===== src/rtl/core_prefetch_split_pkg.sv =====
// Shared types and helpers for the split-slot instruction prefetcher.
package core_prefetch_split_pkg;

    localparam int WORD_W = 32;
    localparam int HALF_W = 16;

    typedef enum logic {
        REQ_IDLE = 1'b0,
        REQ_WAIT = 1'b1
    } req_state_e;

    // Halfword slot selector: the hi half issues first, then the lo half.
    function automatic logic [HALF_W-1:0] pick_half(input logic [WORD_W-1:0] word, input logic lo_sel);
        return lo_sel ? word[HALF_W-1:0] : word[WORD_W-1:HALF_W];
    endfunction

endpackage


===== src/rtl/core_prefetch_fifo.sv =====
// Word FIFO of 2**ORDER entries with synchronous clear and same-cycle push/pop.
module core_prefetch_fifo #(
    parameter int ORDER = 2,
    parameter int W     = 62
) (
    input  logic           clk,
    input  logic           rst,
    input  logic           clear_i,
    input  logic           push_i,
    input  logic           pop_i,
    input  logic [W-1:0]   wdata_i,
    output logic [W-1:0]   rdata_o,
    output logic [ORDER:0] count_o,
    output logic           empty_o
);
    localparam int DEPTH = 1 << ORDER;
    localparam logic [ORDER:0]   CNT_ZERO = {(ORDER+1){1'b0}};
    localparam logic [ORDER:0]   CNT_ONE  = {{ORDER{1'b0}}, 1'b1};
    localparam logic [ORDER:0]   CNT_FULL = {1'b1, {ORDER{1'b0}}};
    localparam logic [ORDER-1:0] PTR_ONE  = CNT_ONE[ORDER-1:0];

    logic [W-1:0]     mem_q [DEPTH];
    logic [ORDER-1:0] wr_q;
    logic [ORDER-1:0] rd_q;
    logic [ORDER:0]   cnt_q;
    logic             do_push_s;
    logic             do_pop_s;

    assign do_push_s = push_i && (cnt_q != CNT_FULL);
    assign do_pop_s  = pop_i && (cnt_q != CNT_ZERO);

    // Pointer and occupancy bookkeeping.
    always_ff @(posedge clk) begin
        if (rst || clear_i) begin
            wr_q  <= {ORDER{1'b0}};
            rd_q  <= {ORDER{1'b0}};
            cnt_q <= CNT_ZERO;
        end else begin
            if (do_push_s) wr_q <= wr_q + PTR_ONE;
            if (do_pop_s)  rd_q <= rd_q + PTR_ONE;
            case ({do_push_s, do_pop_s})
                2'b10:   cnt_q <= cnt_q + CNT_ONE;
                2'b01:   cnt_q <= cnt_q - CNT_ONE;
                default: cnt_q <= cnt_q;
            endcase
        end
    end

    // Storage array; contents are don't-care until written.
    always_ff @(posedge clk) begin
        if (do_push_s && !clear_i) mem_q[wr_q] <= wdata_i;
    end

    assign rdata_o = mem_q[rd_q];
    assign count_o = cnt_q;
    assign empty_o = (cnt_q == CNT_ZERO);

endmodule


===== src/rtl/core_prefetch_split.sv =====
// Instruction prefetcher: single-outstanding bus requester feeding a word FIFO,
// issuing whole words or hi/lo halfword slots to decode with redirect and stall handling.
module core_prefetch_split
    import core_prefetch_split_pkg::*;
#(
    parameter int ORDER  = 2,
    parameter int ADDR_W = 30,
    parameter int HALF   = 1
) (
    input  logic              clk,
    input  logic              rst,
    input  logic              stall,
    input  logic              flush,
    input  logic              branch,
    input  logic [ADDR_W:0]   branch_target,
    output logic              fetch,
    output logic [ADDR_W-1:0] addr,
    input  logic              fetched,
    input  logic [31:0]       fetch_data,
    output logic [31:0]       insn,
    output logic [ADDR_W:0]   insn_pc,
    output logic              insn_valid,
    output logic              nop
);
    localparam int ENT_W = WORD_W + ADDR_W;
    localparam bit HALF_EN = HALF[0];
    localparam logic [ORDER:0]    DEPTH_C  = {1'b1, {ORDER{1'b0}}};
    localparam logic [ADDR_W-1:0] HEAD_ONE = {{(ADDR_W-1){1'b0}}, 1'b1};

    req_state_e        state_q, state_d;
    logic              discard_q, discard_d;
    logic              fetch_q, fetch_d;
    logic [ADDR_W-1:0] addr_q, addr_d;
    logic [ADDR_W-1:0] head_q, head_d;
    logic              half_q, half_d;
    logic [31:0]       insn_q, insn_d;
    logic [ADDR_W:0]   pc_q, pc_d;
    logic              valid_q, valid_d;

    logic              redirect_s, push_s, pop_s, clear_s, empty_s;
    logic [ENT_W-1:0]  rdata_s;
    logic [ORDER:0]    count_s;
    logic [WORD_W-1:0] head_word_s;
    logic [ADDR_W-1:0] head_pc_s;

    assign redirect_s  = branch | flush;
    assign head_word_s = rdata_s[ENT_W-1:ADDR_W];
    assign head_pc_s   = rdata_s[ADDR_W-1:0];

    core_prefetch_fifo #(.ORDER(ORDER), .W(ENT_W)) u_fifo (
        .clk     (clk),
        .rst     (rst),
        .clear_i (clear_s),
        .push_i  (push_s),
        .pop_i   (pop_s),
        .wdata_i ({fetch_data, addr_q}),
        .rdata_o (rdata_s),
        .count_o (count_s),
        .empty_o (empty_s)
    );

    // Request FSM: one outstanding beat; a redirect turns an in-flight beat stale.
    always_comb begin
        state_d   = state_q;
        discard_d = discard_q;
        fetch_d   = 1'b0;
        addr_d    = addr_q;
        head_d    = head_q;
        push_s    = 1'b0;
        clear_s   = 1'b0;
        if (fetched) begin
            state_d   = REQ_IDLE;
            discard_d = 1'b0;
            push_s    = (state_q == REQ_WAIT) && !discard_q && !redirect_s;
        end else if (redirect_s && (state_q == REQ_WAIT)) begin
            discard_d = 1'b1;
        end else begin
            discard_d = discard_q;
        end
        // A stale beat still owed after reset may be retired in the same cycle a new request goes out.
        if (redirect_s) begin
            clear_s = 1'b1;
            if (branch) begin
                head_d = branch_target[ADDR_W:1];
            end else if (empty_s) begin
                head_d = head_q;
            end else begin
                head_d = head_pc_s;
            end
        end else if ((state_q == REQ_IDLE) && (!discard_q || fetched) && (count_s != DEPTH_C)) begin
            state_d = REQ_WAIT;
            fetch_d = 1'b1;
            addr_d  = head_q;
            head_d  = head_q + HEAD_ONE;
        end else begin
            fetch_d = 1'b0;
        end
    end

    // Output stage: next slot from the FIFO head, or a bubble.
    always_comb begin
        half_d  = half_q;
        insn_d  = insn_q;
        pc_d    = pc_q;
        valid_d = valid_q;
        pop_s   = 1'b0;
        if (branch) begin
            valid_d = 1'b0;
            half_d  = HALF_EN & branch_target[0];
        end else if (flush) begin
            valid_d = 1'b0;
        end else if (stall) begin
            valid_d = valid_q;
        end else if (empty_s) begin
            valid_d = 1'b0;
        end else if (HALF_EN) begin
            valid_d = 1'b1;
            insn_d  = {16'h0000, pick_half(head_word_s, half_q)};
            pc_d    = {head_pc_s, half_q};
            half_d  = ~half_q;
            pop_s   = half_q;
        end else begin
            valid_d = 1'b1;
            insn_d  = head_word_s;
            pc_d    = {head_pc_s, 1'b0};
            pop_s   = 1'b1;
        end
    end

    // State registers; reset remembers an in-flight beat so its late data is dropped.
    always_ff @(posedge clk) begin
        if (rst) begin
            state_q   <= REQ_IDLE;
            discard_q <= ((state_q == REQ_WAIT) || discard_q) && !fetched;
            fetch_q   <= 1'b0;
            addr_q    <= {ADDR_W{1'b0}};
            head_q    <= {ADDR_W{1'b0}};
            half_q    <= 1'b0;
            insn_q    <= 32'h0000_0000;
            pc_q      <= {(ADDR_W+1){1'b0}};
            valid_q   <= 1'b0;
        end else begin
            state_q   <= state_d;
            discard_q <= discard_d;
            fetch_q   <= fetch_d;
            addr_q    <= addr_d;
            head_q    <= head_d;
            half_q    <= half_d;
            insn_q    <= insn_d;
            pc_q      <= pc_d;
            valid_q   <= valid_d;
        end
    end

    assign fetch      = fetch_q;
    assign addr       = addr_q;
    assign insn       = insn_q;
    assign insn_pc    = pc_q;
    assign insn_valid = valid_q;
    assign nop        = ~valid_q;

endmodule


===== config.mk =====
export PLATFORM = sky130hd
export DESIGN_NAME = core_prefetch_split
export DESIGN_NICKNAME = d
export VERILOG_FILES = /design/src/rtl/core_prefetch_split_pkg.sv /design/src/rtl/core_prefetch_fifo.sv /design/src/rtl/core_prefetch_split.sv
export SDC_FILE = /design/constraint.sdc
export NUM_CORES = 1
export LEC_CHECK = 0
export BUFFER_PORTS_ARGS = -buffer_cell sky130_fd_sc_hd__buf_2
export CAP_MARGIN = 5
export CORE_MARGIN = 2
export CORE_UTILIZATION = 45
export DETAILED_ROUTE_END_ITERATION = 6
export HOLD_SLACK_MARGIN = 0.15
export SLEW_MARGIN = 30
export SYNTH_ARGS = -nofsm -noshare
export SYNTH_HDL_FRONTEND = slang
export SYNTH_SLANG_ARGS = --single-unit

===== constraint.sdc =====
create_clock -name clk -period 3.6 [get_ports clk]
set_input_delay 0 -clock clk [delete_from_list [all_inputs] [get_ports clk]]
set_output_delay 0 -clock clk [all_outputs]
set_load 0.05 [all_outputs]

==> out/qor.csv, run 1 <==
stage,metric,value,unit
setup_path,Worst Setup Start Kind,flop,
layout,"leading cell type in the layout, fill and taps excluded",edfxtp_1,
global_routing,largest net degree at the start of global routing,64,
route,TritonRoute pass-1 iters,5,
logic_synthesis,mean post-synth cell area,14.22,µm²
setup_path,critical path class,reg -> reg,
global_routing,total track usage,0.2063,
layout,most frequent cells in the layout,"249 x edfxtp_1, 147 x buf_2, 143 x nand2_1, 118 x dfxtp_1, 82 x a21oi_1",
floorplanning,FP Rows,66,
global_routing,global-route wire length before repair,53.80,mm
sta,fin crit period,2.738,ns
sta,Rel. slew slack,0.4522,
clock_network,number of buffers created by CTS,39,
clock_network,clock transition at the registers of the reported paths,0.06,ns
global_routing,antenna violations before repair,1,
sta,achievable frequency,365.2,MHz
layout,Inserted Diodes,0,
logic_synthesis,synthesis warning total,0,
route,Routed WL per cell,19.87,µm
setup_path,top fanout value on the critical path,21,
logic_synthesis,Post-synth ARST share,0,
layout,Fill cells,2741,
sta,Final setup viols,0,
route,number of DRC markers in iteration 0,440,
sta,final setup TNS,0,ns
floorplanning,Die Ht,185.1,µm
floorplanning,CORE AREA,32450,µm²
route,DRC Markers,0,
placed_design,PortBufs,148,
placed_design,placed wire-length estimate,22.59,mm
power_and_ir_drop,worst vdd ir,372.0,µV
clock_network,CTS H-tree depth,2,
layout,Storage cell area,9884,µm²
logic_synthesis,sequential share of the synthesized area,0.6694,
setup_path,Reg2Reg Depth,6,
sta,Slew @ Worst Pin,0.8197,ns
layout,share of cells above drive strength 1,0.2529,
logic_synthesis,"flops & latches, synth",369,
sta,Final Hold Vio Count,0,
min_path,hold path depth,2,
run,max_cap viols,0,
clock_network,clock tree buffer depth,3,
sta,RSZ-0062 raised after global routing,no,
setup_path,Worst setup EP type,flop,
run_status,status,finished clean,
setup_path,reg2reg setup slack,0.86,ns
floorplanning,Die X,185.1,µm
sta,Fin Clk Skew,0.01303,ns
layout,Non-Filler Instances,1735,
power_and_ir_drop,Leakage,6.254,nW
setup_path,WP data required,4.00,ns
setup_path,crit path to,head_q[0]$_SDFFE_PP0P_,
floorplanning,Initial Util,0.4547,
layout,Layout area overhead,21.81,%
sta,Final Max Tran Viols,0,
setup_path,worst r2r src,u_fifo.count_o[2]$_SDFFE_PP0P_,
sta,WHS,0.2379,ns
setup_path,Worst Path Arrival,3.14,ns
power_and_ir_drop,Pwr per Cell Area,507.6,nW/µm²
logic_synthesis,Synth Instances,1038,
route,vias,9312,
power_and_ir_drop,final total power,9.125,mW
sta,Tcrit/Tclk final,0.7606,
route,via/cell ratio,5.367,
clock_network,CTS tree,built,
setup_path,Worst Setup SP,u_fifo.count_o[2]$_SDFFE_PP0P_,
clock_network,PostCTS Resize Cnt,0,
floorplanning,I/O pin count,165,
logic_synthesis,"EDFF count, synth",249,
route,DRT Wirelength,34.48,mm
layout,Multi-input gate area,4427,µm²
global_routing,vias in the first global route,9563,
route,Final ANT Viol Nets,0,
floorplanning,Die Area,34260,µm²
global_routing,GRT Residual Overflow,0,
clock_network,# clock sinks,369,
clock_network,clk_lat worst skew,0.52,ns
setup_path,reg2reg end,head_q[0]$_SDFFE_PP0P_,
clock_network,clk root buf,clkbuf_16,
placed_design,Placed Cells,1592,
layout,Layout Nets,1339,
logic_synthesis,unique cell type count in the Yosys netlist,63,
placed_design,Routability Congestion,0.8237,
logic_synthesis,"Top FF cell, synth",edfxtp_1,
min_path,HP Class,in -> reg,
logic_synthesis,synthesized area,14760,µm²
==> stage by stage <==
step | area [µm²] | worst slack, ns | util
floorplan | 14810 | 0.4327 | -
global placement | 15940 | 1.077 | 0.4913
detailed placement | 15940 | 1.052 | 0.4913
CTS | 17980 | 0.8106 | 0.5539
global route | 17980 | 0.5765 | 0.5539
finish | 17980 | 0.8618 | 0.5539
==> kinds of logic after synthesis <==
kind of cell | after synthesis | share of synthesized area
adder cells (fa/ha/maj) | 7 | 0.006443
AND/OR/NAND/NOR | 277 | 0.08707
buffers and inverters | 102 | 0.03603
multiplexers | 82 | 0.1082
AO/OA/AOI/OAI | 187 | 0.08487
XOR/XNOR | 13 | 0.007715
other | 1 | 0.0002541
flip-flops | 369 | 0.6694
==> layout make-up <==
cell class	instances	share of cell area
inverters	19	0.003967
clock buffers	60	0.06550
flip-flops and latches	369	0.5499
repair buffers	252	0.09619
multi-input cells	582	0.2463
well taps	442	0.03076
clock inverters	11	0.007448
==> how the worst min path moves through the flow <==
stage / startpoint / endpoint / slack (ns)
final: fetch_data[13] / u_fifo.mem_q[2][43]$_DFFE_PP_ / 0.24
after global routing: fetch_data[28] / u_fifo.mem_q[0][58]$_DFFE_PP_ / 0.23
after detailed placement: fetch_data[7] / u_fifo.mem_q[1][37]$_DFFE_PP_ / 0.22
after floorplan: fetch_data[0] / u_fifo.mem_q[0][30]$_DFFE_PP_ / 0.1
after global placement: fetch_data[20] / u_fifo.mem_q[2][50]$_DFFE_PP_ / 0.21
after CTS: fetch_data[13] / u_fifo.mem_q[2][43]$_DFFE_PP_ / 0.22
==> registers in the layout (all words and copies together), names as in the netlist, named ones only <==
name            cells
u_fifo.rd_q         2
insn               16
state_q             1
half_q              1
insn_valid          1
u_fifo.mem_q      248
head_q             30
addr               30
u_fifo.wr_q         2
insn_pc            31
discard_q           1
fetch               1
u_fifo.count_o      3
==> report_power, final <==
part | switching (mW) | internal, mW
registers | 0.0665 | 4.55
logic | 0.275 | 0.180
clock network | 1.58 | 2.47
total | 1.92 | 7.20
==> repair_timing <==
item | 4_1_cts | 5_1_grt
buffers inserted | 0 | 0
hold buffers | 72 | 0
endpoints found under the hold margin | 203 | 0
endpoints found under the setup margin | 0 | 0
==> metal layers <==
layer	share of wire	wire (µm)	global-route usage
met1	0.42	14410	0.2587
met4	0.026	911	0.06540
met2	0.50	17200	0.3591
met3	0.056	1939	0.04306
met5	0.00038	13	0
==> cell usage after synthesis, types with 5 or more instances <==
| cell type | count | area share |
|---|---|---|
| a2111oi_0 | 7 | 0.0042 |
| a211oi_1 | 21 | 0.011 |
| a21oi_1 | 82 | 0.028 |
| a31oi_1 | 11 | 0.0047 |
| and2_1 | 11 | 0.0047 |
| buf_2 | 8 | 0.0027 |
| buf_4 | 23 | 0.012 |
| buf_6 | 7 | 0.0053 |
| clkbuf_1 | 44 | 0.011 |
| dfxtp_1 | 120 | 0.16 |
| edfxtp_1 | 249 | 0.51 |
| ha_1 | 6 | 0.0051 |
| inv_1 | 19 | 0.0048 |
| mux2i_1 | 20 | 0.014 |
| mux4_2 | 62 | 0.095 |
| nand2_1 | 143 | 0.036 |
| nand3_1 | 10 | 0.0034 |
| nor2_1 | 51 | 0.013 |
| nor3_1 | 15 | 0.0051 |
| nor4_1 | 9 | 0.0038 |
| o21ai_0 | 12 | 0.0041 |
| o221a_2 | 6 | 0.0046 |
| o221ai_1 | 13 | 0.0077 |
| or3_1 | 5 | 0.0021 |
| or4_1 | 7 | 0.0036 |
| xnor2_1 | 6 | 0.0036 |
| xor2_1 | 7 | 0.0042 |
==> worst max-delay path: stages (launching register included) <==
cell,delay [ns]
dfxtp_1,0.38
nor3b_1,0.55
or4_4,0.27
nand2_1,0.48
o22ai_1,0.29
nor3_1,0.06
dlygate4sd3_1,0.59
Note: power is estimated with default switching activity, not from simulation.
==> run 2, diff against run 1 <==
Settings changed: PLACE_DENSITY from default to 0.66.
Clock period 3.6 ns to 2.2 ns, I/O delays scaled along.
==> run 2 against run 1 <==
Compared with the run above:
- register-to-register slack worse by 0.78 ns
- count of clock-buffer cells in the layout down 14
- critical path depth unchanged
- core utilization up 1.4 points
- clock skew down 0.00086 ns
- highest routed layer unchanged
- sequential share of layout area down 1.3 points
- flip-flop and latch count unchanged
- largest power group unchanged
- routed wire length up 0.66%
- critical path type unchanged
- setup slack worse by 0.78 ns
- clock power up 68%
- total power up 66%
==> out/qor.csv, run 2 (synthesis gave the netlist of run 1 again) <==
stage,metric,value,unit
run_status,status,finished clean,
sta,final setup TNS,0,ns
clock_network,# clock sinks,369,
setup_path,reg2reg setup slack,0.08,ns
power_and_ir_drop,Pwr per Cell Area,821.8,nW/µm²
sta,achievable frequency,472.5,MHz
sta,Fin Clk Skew,0.01217,ns
global_routing,gr busiest metal,met2,
layout,Layout Nets,1364,
floorplanning,Die Area,34260,µm²
placed_design,placed wire-length estimate,22.48,mm
layout,Layout area overhead,24.96,%
floorplanning,Initial Util,0.4547,
layout,"leading cell type in the layout, fill and taps excluded",edfxtp_1,
sta,fin crit period,2.117,ns
clock_network,clk_lat worst skew,0.53,ns
sta,Final setup viols,0,
route,DRC Markers,0,
global_routing,global-route wire length before repair,54.17,mm
sta,Tcrit/Tclk final,0.9621,
floorplanning,Die X,185.1,µm
setup_path,Worst setup EP type,flop,
route,via/cell ratio,5.402,
setup_path,WP data required,2.66,ns
placed_design,Routability Congestion,0.8417,
layout,final instance area,18440,µm²
placed_design,Placed Area,16370,µm²
global_routing,M3 GR Usage,0.04778,
global_routing,met1 Resource Use GR,0.2667,
clock_network,# Post-CTS Setup Buffers,0,
min_path,HP Class,in -> reg,
floorplanning,CORE AREA,32450,µm²
route,number of DRC markers in iteration 0,704,
floorplanning,FP Rows,66,
global_routing,largest net degree at the start of global routing,64,
placed_design,dpl ws,0.01788,ns
layout,max reg flops,248,
route,vias,9523,
layout,Top reg by flops,u_fifo.mem_q,
min_path,hold path start,fetch_data[5],
floorplanning,Die Ht,185.1,µm
clock_network,CTS tree,built,
global_routing,met2 Track Usage GR,0.3446,
layout,Fill cells,2643,
clock_network,clk root buf,clkbuf_16,
setup_path,worst r2r src,u_fifo.count_o[2]$_SDFFE_PP0P_,
setup_path,Reg2Reg Depth,6,
min_path,hold path depth,2,
layout,"Core Util, Final",0.5682,
sta,Worst Slack Setup Final,0.08341,ns
run,max_cap viols,0,
sta,Final Hold Vio Count,0,
route,Final ANT Viol Nets,0,
clock_network,CTS H-tree depth,2,
power_and_ir_drop,final total power,15.16,mW
route,DRT Wirelength,34.70,mm
route,TritonRoute pass-1 iters,5,
clock_network,number of buffers created by CTS,40,
global_routing,GRT Residual Overflow,0,
power_and_ir_drop,worst vdd ir,605.9,µV
placed_design,PortBufs,148,
setup_path,Worst Setup Start Kind,flop,
route,Routed WL per cell,19.68,µm
setup_path,Worst Path Arrival,2.58,ns
setup_path,critical path class,reg -> reg,
power_and_ir_drop,Leakage,6.469,nW
setup_path,top fanout value on the critical path,7,
setup_path,reg2reg end,head_q[27]$_SDFFE_PP0P_,
layout,most frequent cells in the layout,"249 x edfxtp_1, 147 x buf_2, 143 x nand2_1, 113 x dfxtp_1, 82 x a21oi_1",
sta,Final Max Tran Viols,0,
clock_network,clock tree buffer depth,3,
floorplanning,I/O pin count,165,
global_routing,antenna violations before repair,2,
layout,share of cells above drive strength 1,0.2841,
sta,Rel. slew slack,0.5086,
clock_network,clock transition at the registers of the reported paths,0.06,ns
sta,Slew @ Worst Pin,0.7371,ns
global_routing,vias in the first global route,9804,
global_routing,total track usage,0.2065,
min_path,Hold EP,u_fifo.mem_q[3][35]$_DFFE_PP_,
==> run 2: changes by cell type in the layout (fill, tap and decap cells not counted), sizes merged <==
cell	before	now
bufinv	3	5
clkinv	5	18
diode	0	1
buf	180	207
dlygate4sd3	72	69
inv	20	22
clkbuf	60	46
==> run 2: per-layer routing <==
metal / routed length [µm] / vias to the layer above
met4: 947 / 2
met2: 16830 / 308
met3: 2253 / 67
li1: - / 4437
met5: 13 / -
met1: 14660 / 4709
==> run 2: timing repair <==
action                     4_1_cts  5_1_grt
hold endpoints to repair       187        0
hold buffers                    69        0
cloned                           0        0
gates resized for setup          2        8
setup endpoints to repair        2        6
pin swaps                        0        4
==> run 2: how the worst max path moves through the flow <==
stage	from	to	slack, ns	cells past startpoint
after global routing	u_fifo.count_o[2]$_SDFFE_PP0P_	head_q[27]$_SDFFE_PP0P_	-0.009	6
after global placement	head_q[0]$_SDFFE_PP0P_	head_q[22]$_SDFFE_PP0P_	0.07	6
after floorplan	u_fifo.count_o[0]$_SDFFE_PP0P_	u_fifo.count_o[2]$_SDFFE_PP0P_	-0.04	10
final	u_fifo.count_o[2]$_SDFFE_PP0P_	head_q[27]$_SDFFE_PP0P_	0.08	6
after detailed placement	head_q[0]$_SDFFE_PP0P_	head_q[22]$_SDFFE_PP0P_	0.02	6
after CTS	head_q[0]$_SDFFE_PP0P_	head_q[22]$_SDFFE_PP0P_	0.07	6
==> run 2: metrics by stage <==
step | cells | hold slack, ns
6_report | 1763 | 0.2290
5_1_grt | 1763 | 0.2277
4_1_cts | 1762 | 0.2049
3_5_place_dp | 1619 | 0.2198
3_3_place_gp | 1619 | 0.2132
2_1_floorplan | 1053 | 0.09887
==> run 2: power by group <==
| group | switching [mW] | total (mW) | internal [mW] |
|---|---|---|---|
| clock network | 2.72 | 6.79 | 4.08 |
| registers | 0.0952 | 7.54 | 7.45 |
| logic | 0.487 | 0.817 | 0.330 |
==> run 2: final cells by class <==
class | count | area [µm²] | share of cell area
Timing Repair Buffer | 276 | 2090 | 0.1133
Tap cell | 442 | 553.0 | 0.02999
Sequential cell | 369 | 9898 | 0.5367
Antenna cell | 1 | 2.502 | 0.0001357
Multi-Input combinational cell | 582 | 4483 | 0.2431
Inverter | 19 | 71.32 | 0.003867
Clock buffer | 46 | 1065 | 0.05774
Clock inverter | 28 | 279.0 | 0.01513
==> run 2: worst max-delay path, cell delays in order, from the launching register on <==
cell       delay (ns)
dfxtp_4          0.36
nor3b_2          0.17
buf_4            0.15
or4_4            0.51
and2_4           0.19
or4_1            0.53
a2bb2oi_2        0.15
